### src/rtl/mycpu_pkg.sv
// Shared execute-stage types for the multiply/divide unit.
// Latency: n/a (types and constants only).
// Backpressure: n/a.
package mycpu_pkg;

  localparam int MULDIV_WIDTH = 32;

  typedef enum logic [3:0] {
    MULT  = 4'd0,
    MULTU = 4'd1,
    DIV   = 4'd2,
    DIVU  = 4'd3,
    MTHI  = 4'd4,
    MTLO  = 4'd5,
    MADD  = 4'd6,
    MADDU = 4'd7,
    MSUB  = 4'd8,
    MSUBU = 4'd9
  } muldiv_op_t;

  typedef enum logic [1:0] {
    ST_IDLE = 2'd0,
    ST_CALC = 2'd1,
    ST_ACC  = 2'd2
  } muldiv_state_t;

endpackage

### src/rtl/muldiv_iter_step.sv
// One iteration of shift-add multiply or restoring divide, BITS bits at a time.
// Latency: combinational.
// Backpressure: none; the owning FSM decides when the result is registered.
module muldiv_iter_step #(
  parameter int WIDTH = 32,
  parameter int BITS  = 1
) (
  input  logic               div_i,
  input  logic [2*WIDTH-1:0] acc_i,
  input  logic [WIDTH-1:0]   opnd_i,
  output logic [2*WIDTH-1:0] acc_o
);

  // acc layout: multiply {partial_hi, multiplier_remaining}, divide {remainder, dividend/quotient}
  logic [2*WIDTH-1:0] p;
  logic [WIDTH:0]     t;

  // Unrolled BITS single-bit steps; multiply consumes LSB first, divide MSB first
  always_comb begin
    p = acc_i;
    t = '0;
    for (int i = 0; i < BITS; i++) begin
      if (div_i) begin
        t = {p[2*WIDTH-1:WIDTH], p[WIDTH-1]};
        if (t >= {1'b0, opnd_i}) begin
          t = t - {1'b0, opnd_i};
          p = {t[WIDTH-1:0], p[WIDTH-2:0], 1'b1};
        end else begin
          p = {t[WIDTH-1:0], p[WIDTH-2:0], 1'b0};
        end
      end else begin
        t = {1'b0, p[2*WIDTH-1:WIDTH]} + (p[0] ? {1'b0, opnd_i} : '0);
        p = {t, p[WIDTH-1:1]};
      end
    end
    acc_o = p;
  end

endmodule

### src/rtl/execute_muldiv.sv
// Multi-cycle MULT/DIV unit owning HI/LO; MADD/MSUB family when MULDIV_MADD_EN is defined.
// Latency: MTHI/MTLO/undefined ops respond the cycle after accept; MULT/DIV N=WIDTH/BITS_PER_CYCLE cycles (N+1 for MADD/MSUB).
// Backpressure: req_ready only in IDLE; flush aborts an in-flight op with no write and no response.
module execute_muldiv
  import mycpu_pkg::*;
#(
  parameter int WIDTH          = MULDIV_WIDTH,
  parameter int BITS_PER_CYCLE = 1
) (
  input  logic             clk,
  input  logic             resetn,
  input  logic             req_valid,
  output logic             req_ready,
  input  muldiv_op_t       req_op,
  input  logic [WIDTH-1:0] req_a,
  input  logic [WIDTH-1:0] req_b,
  input  logic             flush,
  output logic             busy,
  output logic             resp_valid,
  output logic [WIDTH-1:0] hi,
  output logic [WIDTH-1:0] lo
);

  localparam int N  = WIDTH / BITS_PER_CYCLE;
  localparam int CW = $clog2(N + 1);
  localparam logic [CW-1:0] N_LD = CW'(N);

  muldiv_state_t      state_q, state_d;
  logic [CW-1:0]      cnt_q, cnt_d;
  logic [2*WIDTH-1:0] acc_q, acc_d;
  logic [WIDTH-1:0]   opnd_q, opnd_d;
  logic               div_q, div_d;
  logic               qneg_q, qneg_d;   // quotient / product must be negated
  logic               rneg_q, rneg_d;   // remainder must be negated
  logic [WIDTH-1:0]   hi_q, hi_d;
  logic [WIDTH-1:0]   lo_q, lo_d;
  logic               resp_q, resp_d;
`ifdef MULDIV_MADD_EN
  logic               madd_q, madd_d;
  logic               msub_q, msub_d;
  logic               dec_madd, dec_msub;
`endif

  logic               dec_mul, dec_div, dec_sgn;
  logic               a_neg, b_neg;
  logic [WIDTH-1:0]   a_mag, b_mag;
  logic [2*WIDTH-1:0] step_acc;
  logic [2*WIDTH-1:0] prod_fix;
  logic [WIDTH-1:0]   quo_fix, rem_fix;

  // Classify the incoming opcode into multiply/divide and signedness
  always_comb begin
    dec_mul = 1'b0;
    dec_div = 1'b0;
    dec_sgn = 1'b0;
`ifdef MULDIV_MADD_EN
    dec_madd = 1'b0;
    dec_msub = 1'b0;
`endif
    case (req_op)
      MULT:  begin dec_mul = 1'b1; dec_sgn = 1'b1; end
      MULTU: dec_mul = 1'b1;
      DIV:   begin dec_div = 1'b1; dec_sgn = 1'b1; end
      DIVU:  dec_div = 1'b1;
`ifdef MULDIV_MADD_EN
      MADD:  begin dec_mul = 1'b1; dec_sgn = 1'b1; dec_madd = 1'b1; end
      MADDU: begin dec_mul = 1'b1; dec_madd = 1'b1; end
      MSUB:  begin dec_mul = 1'b1; dec_sgn = 1'b1; dec_madd = 1'b1; dec_msub = 1'b1; end
      MSUBU: begin dec_mul = 1'b1; dec_madd = 1'b1; dec_msub = 1'b1; end
`endif
      default: ;
    endcase
  end

  // The iterative core works on magnitudes; signs are restored on the final iteration
  assign a_neg = dec_sgn & req_a[WIDTH-1];
  assign b_neg = dec_sgn & req_b[WIDTH-1];
  assign a_mag = a_neg ? -req_a : req_a;
  assign b_mag = b_neg ? -req_b : req_b;

  muldiv_iter_step #(
    .WIDTH (WIDTH),
    .BITS  (BITS_PER_CYCLE)
  ) u_step (
    .div_i  (div_q),
    .acc_i  (acc_q),
    .opnd_i (opnd_q),
    .acc_o  (step_acc)
  );

  assign prod_fix = qneg_q ? -step_acc : step_acc;
  assign quo_fix  = qneg_q ? -step_acc[WIDTH-1:0] : step_acc[WIDTH-1:0];
  assign rem_fix  = rneg_q ? -step_acc[2*WIDTH-1:WIDTH] : step_acc[2*WIDTH-1:WIDTH];

  // Next-state, datapath loads and HI/LO write-back
  always_comb begin
    state_d = state_q;
    cnt_d   = cnt_q;
    acc_d   = acc_q;
    opnd_d  = opnd_q;
    div_d   = div_q;
    qneg_d  = qneg_q;
    rneg_d  = rneg_q;
    hi_d    = hi_q;
    lo_d    = lo_q;
    resp_d  = 1'b0;
`ifdef MULDIV_MADD_EN
    madd_d  = madd_q;
    msub_d  = msub_q;
`endif
    case (state_q)
      ST_IDLE: begin
        if (req_valid && !flush) begin
          if (req_op == MTHI) begin
            hi_d   = req_a;
            resp_d = 1'b1;
          end else if (req_op == MTLO) begin
            lo_d   = req_a;
            resp_d = 1'b1;
          end else if (dec_mul || dec_div) begin
            state_d = ST_CALC;
            cnt_d   = N_LD;
            div_d   = dec_div;
            acc_d   = {{WIDTH{1'b0}}, (dec_div ? a_mag : b_mag)};
            opnd_d  = dec_div ? b_mag : a_mag;
            // Divide by zero keeps an all-ones quotient regardless of dividend sign
            qneg_d  = dec_div ? ((a_neg ^ b_neg) & (|req_b)) : (a_neg ^ b_neg);
            rneg_d  = a_neg;
`ifdef MULDIV_MADD_EN
            madd_d  = dec_madd;
            msub_d  = dec_msub;
`endif
          end else begin
            // Unknown encodings complete as no-ops
            resp_d = 1'b1;
          end
        end
      end
      ST_CALC: begin
        if (flush) begin
          state_d = ST_IDLE;
        end else begin
          acc_d = step_acc;
          cnt_d = cnt_q - CW'(1);
          if (cnt_q == CW'(1)) begin
            if (div_q) begin
              lo_d    = quo_fix;
              hi_d    = rem_fix;
              resp_d  = 1'b1;
              state_d = ST_IDLE;
`ifdef MULDIV_MADD_EN
            end else if (madd_q) begin
              acc_d   = prod_fix;
              state_d = ST_ACC;
`endif
            end else begin
              {hi_d, lo_d} = prod_fix;
              resp_d  = 1'b1;
              state_d = ST_IDLE;
            end
          end
        end
      end
`ifdef MULDIV_MADD_EN
      ST_ACC: begin
        state_d = ST_IDLE;
        if (!flush) begin
          {hi_d, lo_d} = msub_q ? ({hi_q, lo_q} - acc_q) : ({hi_q, lo_q} + acc_q);
          resp_d = 1'b1;
        end
      end
`endif
      default: state_d = ST_IDLE;
    endcase
  end

  // State and datapath registers, cleared asynchronously
  always_ff @(posedge clk or negedge resetn) begin
    if (!resetn) begin
      state_q <= ST_IDLE;
      cnt_q   <= '0;
      acc_q   <= '0;
      opnd_q  <= '0;
      div_q   <= 1'b0;
      qneg_q  <= 1'b0;
      rneg_q  <= 1'b0;
      hi_q    <= '0;
      lo_q    <= '0;
      resp_q  <= 1'b0;
`ifdef MULDIV_MADD_EN
      madd_q  <= 1'b0;
      msub_q  <= 1'b0;
`endif
    end else begin
      state_q <= state_d;
      cnt_q   <= cnt_d;
      acc_q   <= acc_d;
      opnd_q  <= opnd_d;
      div_q   <= div_d;
      qneg_q  <= qneg_d;
      rneg_q  <= rneg_d;
      hi_q    <= hi_d;
      lo_q    <= lo_d;
      resp_q  <= resp_d;
`ifdef MULDIV_MADD_EN
      madd_q  <= madd_d;
      msub_q  <= msub_d;
`endif
    end
  end

  assign req_ready  = (state_q == ST_IDLE);
  assign busy       = (state_q != ST_IDLE);
  assign resp_valid = resp_q;
  assign hi         = hi_q;
  assign lo         = lo_q;

endmodule

### config.mk
export PLATFORM = sky130hd
export DESIGN_NAME = execute_muldiv
export DESIGN_NICKNAME = d
export VERILOG_FILES = /design/src/rtl/mycpu_pkg.sv /design/src/rtl/muldiv_iter_step.sv /design/src/rtl/execute_muldiv.sv
export SDC_FILE = /design/constraint.sdc
export NUM_CORES = 1
export LEC_CHECK = 0
export BUFFER_PORTS_ARGS = -buffer_cell sky130_fd_sc_hd__buf_4
export CAP_MARGIN = 15
export CORE_ASPECT_RATIO = 1.75
export CORE_MARGIN = 1
export CORE_UTILIZATION = 50
export DETAILED_ROUTE_END_ITERATION = 7
export GPL_TIMING_DRIVEN = 0
export PLACE_DENSITY = 0.69
export SLEW_MARGIN = 20
export SYNTH_ARGS = -nofsm -noshare
export SYNTH_HDL_FRONTEND = slang
export SYNTH_HIERARCHICAL = 1
export SYNTH_SLANG_ARGS = --single-unit
### constraint.sdc
create_clock -name clk -period 7.3 [get_ports clk]
set_clock_uncertainty 0.05 [all_clocks]
set_input_delay 0 -clock clk [delete_from_list [all_inputs] [get_ports clk]]
set_output_delay 0 -clock clk [all_outputs]
set_load 0.005 [all_outputs]
==> reports/metrics.cfg <==
[outcome]
outcome = finished, violations left
violations = DRC, setup timing

[worst_hold_path]
holdPathEnd = opnd_q[25]
min_from = req_b[25]
min_delay_path_depth = 4
holdCritPathClass = in2reg

[route]
vias = 17530
firstDrtPassIters = 8
routed_wl_um = 74900
wl_per_cell_um = 29.87
drc_errors = 7
detail-route-antenna-nets = 0
viasPerCell = 6.992
drt-initial-drc-count = 1659

[synth]
synthArstFlopShare_pct = 100.0
synthDistinctLibCells = 85
synth_warnings = 6
synth_top_flop_cell = dfrtp_1
synth_nets = 2027
avgSynthCellArea_um2 = 8.182
synth_edf_count = 0
ys_ff_latch = 171
syn_area_mm2 = 0.01541
syn_inst = 1883
seq_area_frac_synth_pct = 27.77

[global_route]
gr-usage-met2_pct = 79.98
grt_use_met3_pct = 11.54
grt_usage_pct = 47.69
met1_usage_pct = 45.78
grt_pass1_vias = 17040
grt_start_max_net_pins = 91
grt.busiest_layer = met2
grt_pass1_wl_um = 107800
antenna_found_initial = 3
overflow = 0

[timing]
timing_hold_violations_final = 0
max-slew-margin-rel_pct = 16.34
fin_ws_ps = -122.8
setup_violations = 1
hold_ws_ps = 18.60
period_share_pct = 101.7
min_period_ps = 7423
worstMarginPinSlew_ps = 1239
fmax_mhz = 134.7
slew_viol_final = 0

[critical_path]
worst-setup-path-type = reg2reg
rr_endpoint = hi[4]
crit_start = opnd_q[1]
r2r_cells = 21
crit_required_ps = 7560
r2r_slack_ps = -120
crit_path_end_kind = flop
rr_startpoint = opnd_q[1]
crit_fanout = 10
arrival_ps = 7690
start_kind = flop

[cells_and_area]
drive_gt1_share_pct = 12.09
fin_cells = 2507
syn_to_final_growth_pct = 18.25
fill_cells = 2789
final_cell_area_mm2 = 0.01822
final_cell_mix = 171 x dfrtp_1, 167 x nand2_1, 140 x buf_4, 133 x o21ai_0, 131 x nor2_1
final_nets = 2249
multi_input_area_mm2 = 0.01043
final_common_cell = dfrtp_1
register_area_mm2 = 0.004279

[floorplanning]
die_h_um = 234.2
dieArea_mm2 = 0.03155
start_util_pct = 51.08
die_w_um = 134.7
coreArea_mm2 = 0.03016
io_pins = 139
fp-row-count = 84

[power]
ir_drop_v = 0.0002075
cellLeakagePower_nw = 7.901
p_total_w = 0.006113
powerDensity_mw_per_mm2 = 335.5

[place]
place.gp.congestion = 1.022
hpwl_um = 58160
dp_cells = 2411
place_area_mm2 = 0.01699
port_buffers = 137

[clock_tree]
cts_tree = done
path_clk_slew_ps = 70
cts_num_sinks = 171
clk_latency_ps = 470
cts_root_buf = clkbuf_16
cts_made_buffers = 17
htree_levels = 4
cts_buffer_depth = 2

[run]
cap_violations = 0

==> through the flow <==
stage	worst slack, ps	utilization [%]	setup TNS, ps
after global routing	-20.81	60.38	-20.81
after detailed placement	208.5	56.31	0
after CTS	169.8	60.35	0
final	-122.8	60.40	-122.8
after global placement	240.1	56.09	0
after floorplan	2236	-	0
==> what timing repair did <==
item | CTS | global route
hold buffers | 62 | 0
hold endpoints to repair | 158 | 0
gates resized for setup | 0 | 2
buffers inserted | 0 | 0
endpoints found under the setup margin | 0 | 2
==> area by class of cell <==
class,count,area share [%]
Inverter,74,1.525
Timing Repair Buffer,203,9.354
Tap cell,387,2.658
Sequential cell,171,23.49
Clock inverter,14,0.8722
Antenna cell,2,0.02747
Buffer,110,2.411
Clock buffer,18,2.411
Multi-Input combinational cell,1528,57.26
==> cells by family after synthesis <==
| group | synth area share (%) |
|---|---|
| xor+xnor | 7.845 |
| compound gates | 28.48 |
| mux | 5.717 |
| buf+inv | 4.653 |
| fa+ha+maj | 5.944 |
| simple gates | 19.59 |
| flops | 27.77 |
==> critical path, cell delays in order, from the launching register on <==
cell	delay, ps
dfrtp_1	420
inv_1	100
ha_1	290
nor2b_1	160
o31a_1	310
o31ai_1	400
o21a_1	350
o21ai_1	290
nand3_1	370
nand2_1	370
nor2_1	610
nor2_1	360
inv_1	130
ha_1	170
or3b_1	460
or3_1	340
clkbuf_1	230
nor4_4	560
buf_2	390
nor3_1	80
a2111oi_1	750
nor2_1	90
==> power breakdown <==
group	switching, W	leakage [nW]	total [W]	internal, W
combinational	0.00228	5.43	0.00360	0.00132
clock	0.000451	0.288	0.000972	0.000521
sequential	0.000320	2.18	0.00154	0.00122
==> state kept, by name, indices dropped and copies added (netlist names) <==
signal / count
acc_q: 64
hi: 32
lo: 32
opnd_q: 32
cnt_q: 6
div_q: 1
qneg_q: 1
resp_valid: 1
rneg_q: 1
state_q: 1
==> layer usage <==
metal	up-vias	routed length [um]	share of wire, %
met5	-	12	0.016
met4	2	9644	13
met3	484	5862	7.8
met2	1132	35490	47
met1	8380	23880	32
li1	7531	-	-
==> Yosys cell counts (all sizes together), types with 40 or more instances <==
cell type | count | area [um^2]
xor2 | 67 | 586.8
a21o | 52 | 390.4
mux2 | 40 | 450.4
o21ai | 141 | 713.2
dfrtp | 171 | 4279
nor3 | 45 | 225.2
nor2 | 131 | 491.7
a21oi | 118 | 590.6
clkbuf | 93 | 349.1
ha | 70 | 875.8
nand2 | 167 | 626.9
xnor2 | 71 | 621.9
mux2i | 43 | 430.4
inv | 73 | 274.0
and2 | 43 | 270.3
==> worst max path at each step <==
stage              to  slack (ps)  cells after the start
6_report        hi[4]        -120                     21
5_1_grt         hi[4]         -20                     21
4_1_cts         hi[4]         170                     21
3_5_place_dp    hi[4]         210                     21
3_3_place_gp    hi[4]         240                     20
2_1_floorplan  hi[22]        2240                     20
No activity file was read; power rests on OpenSTA's default activity.
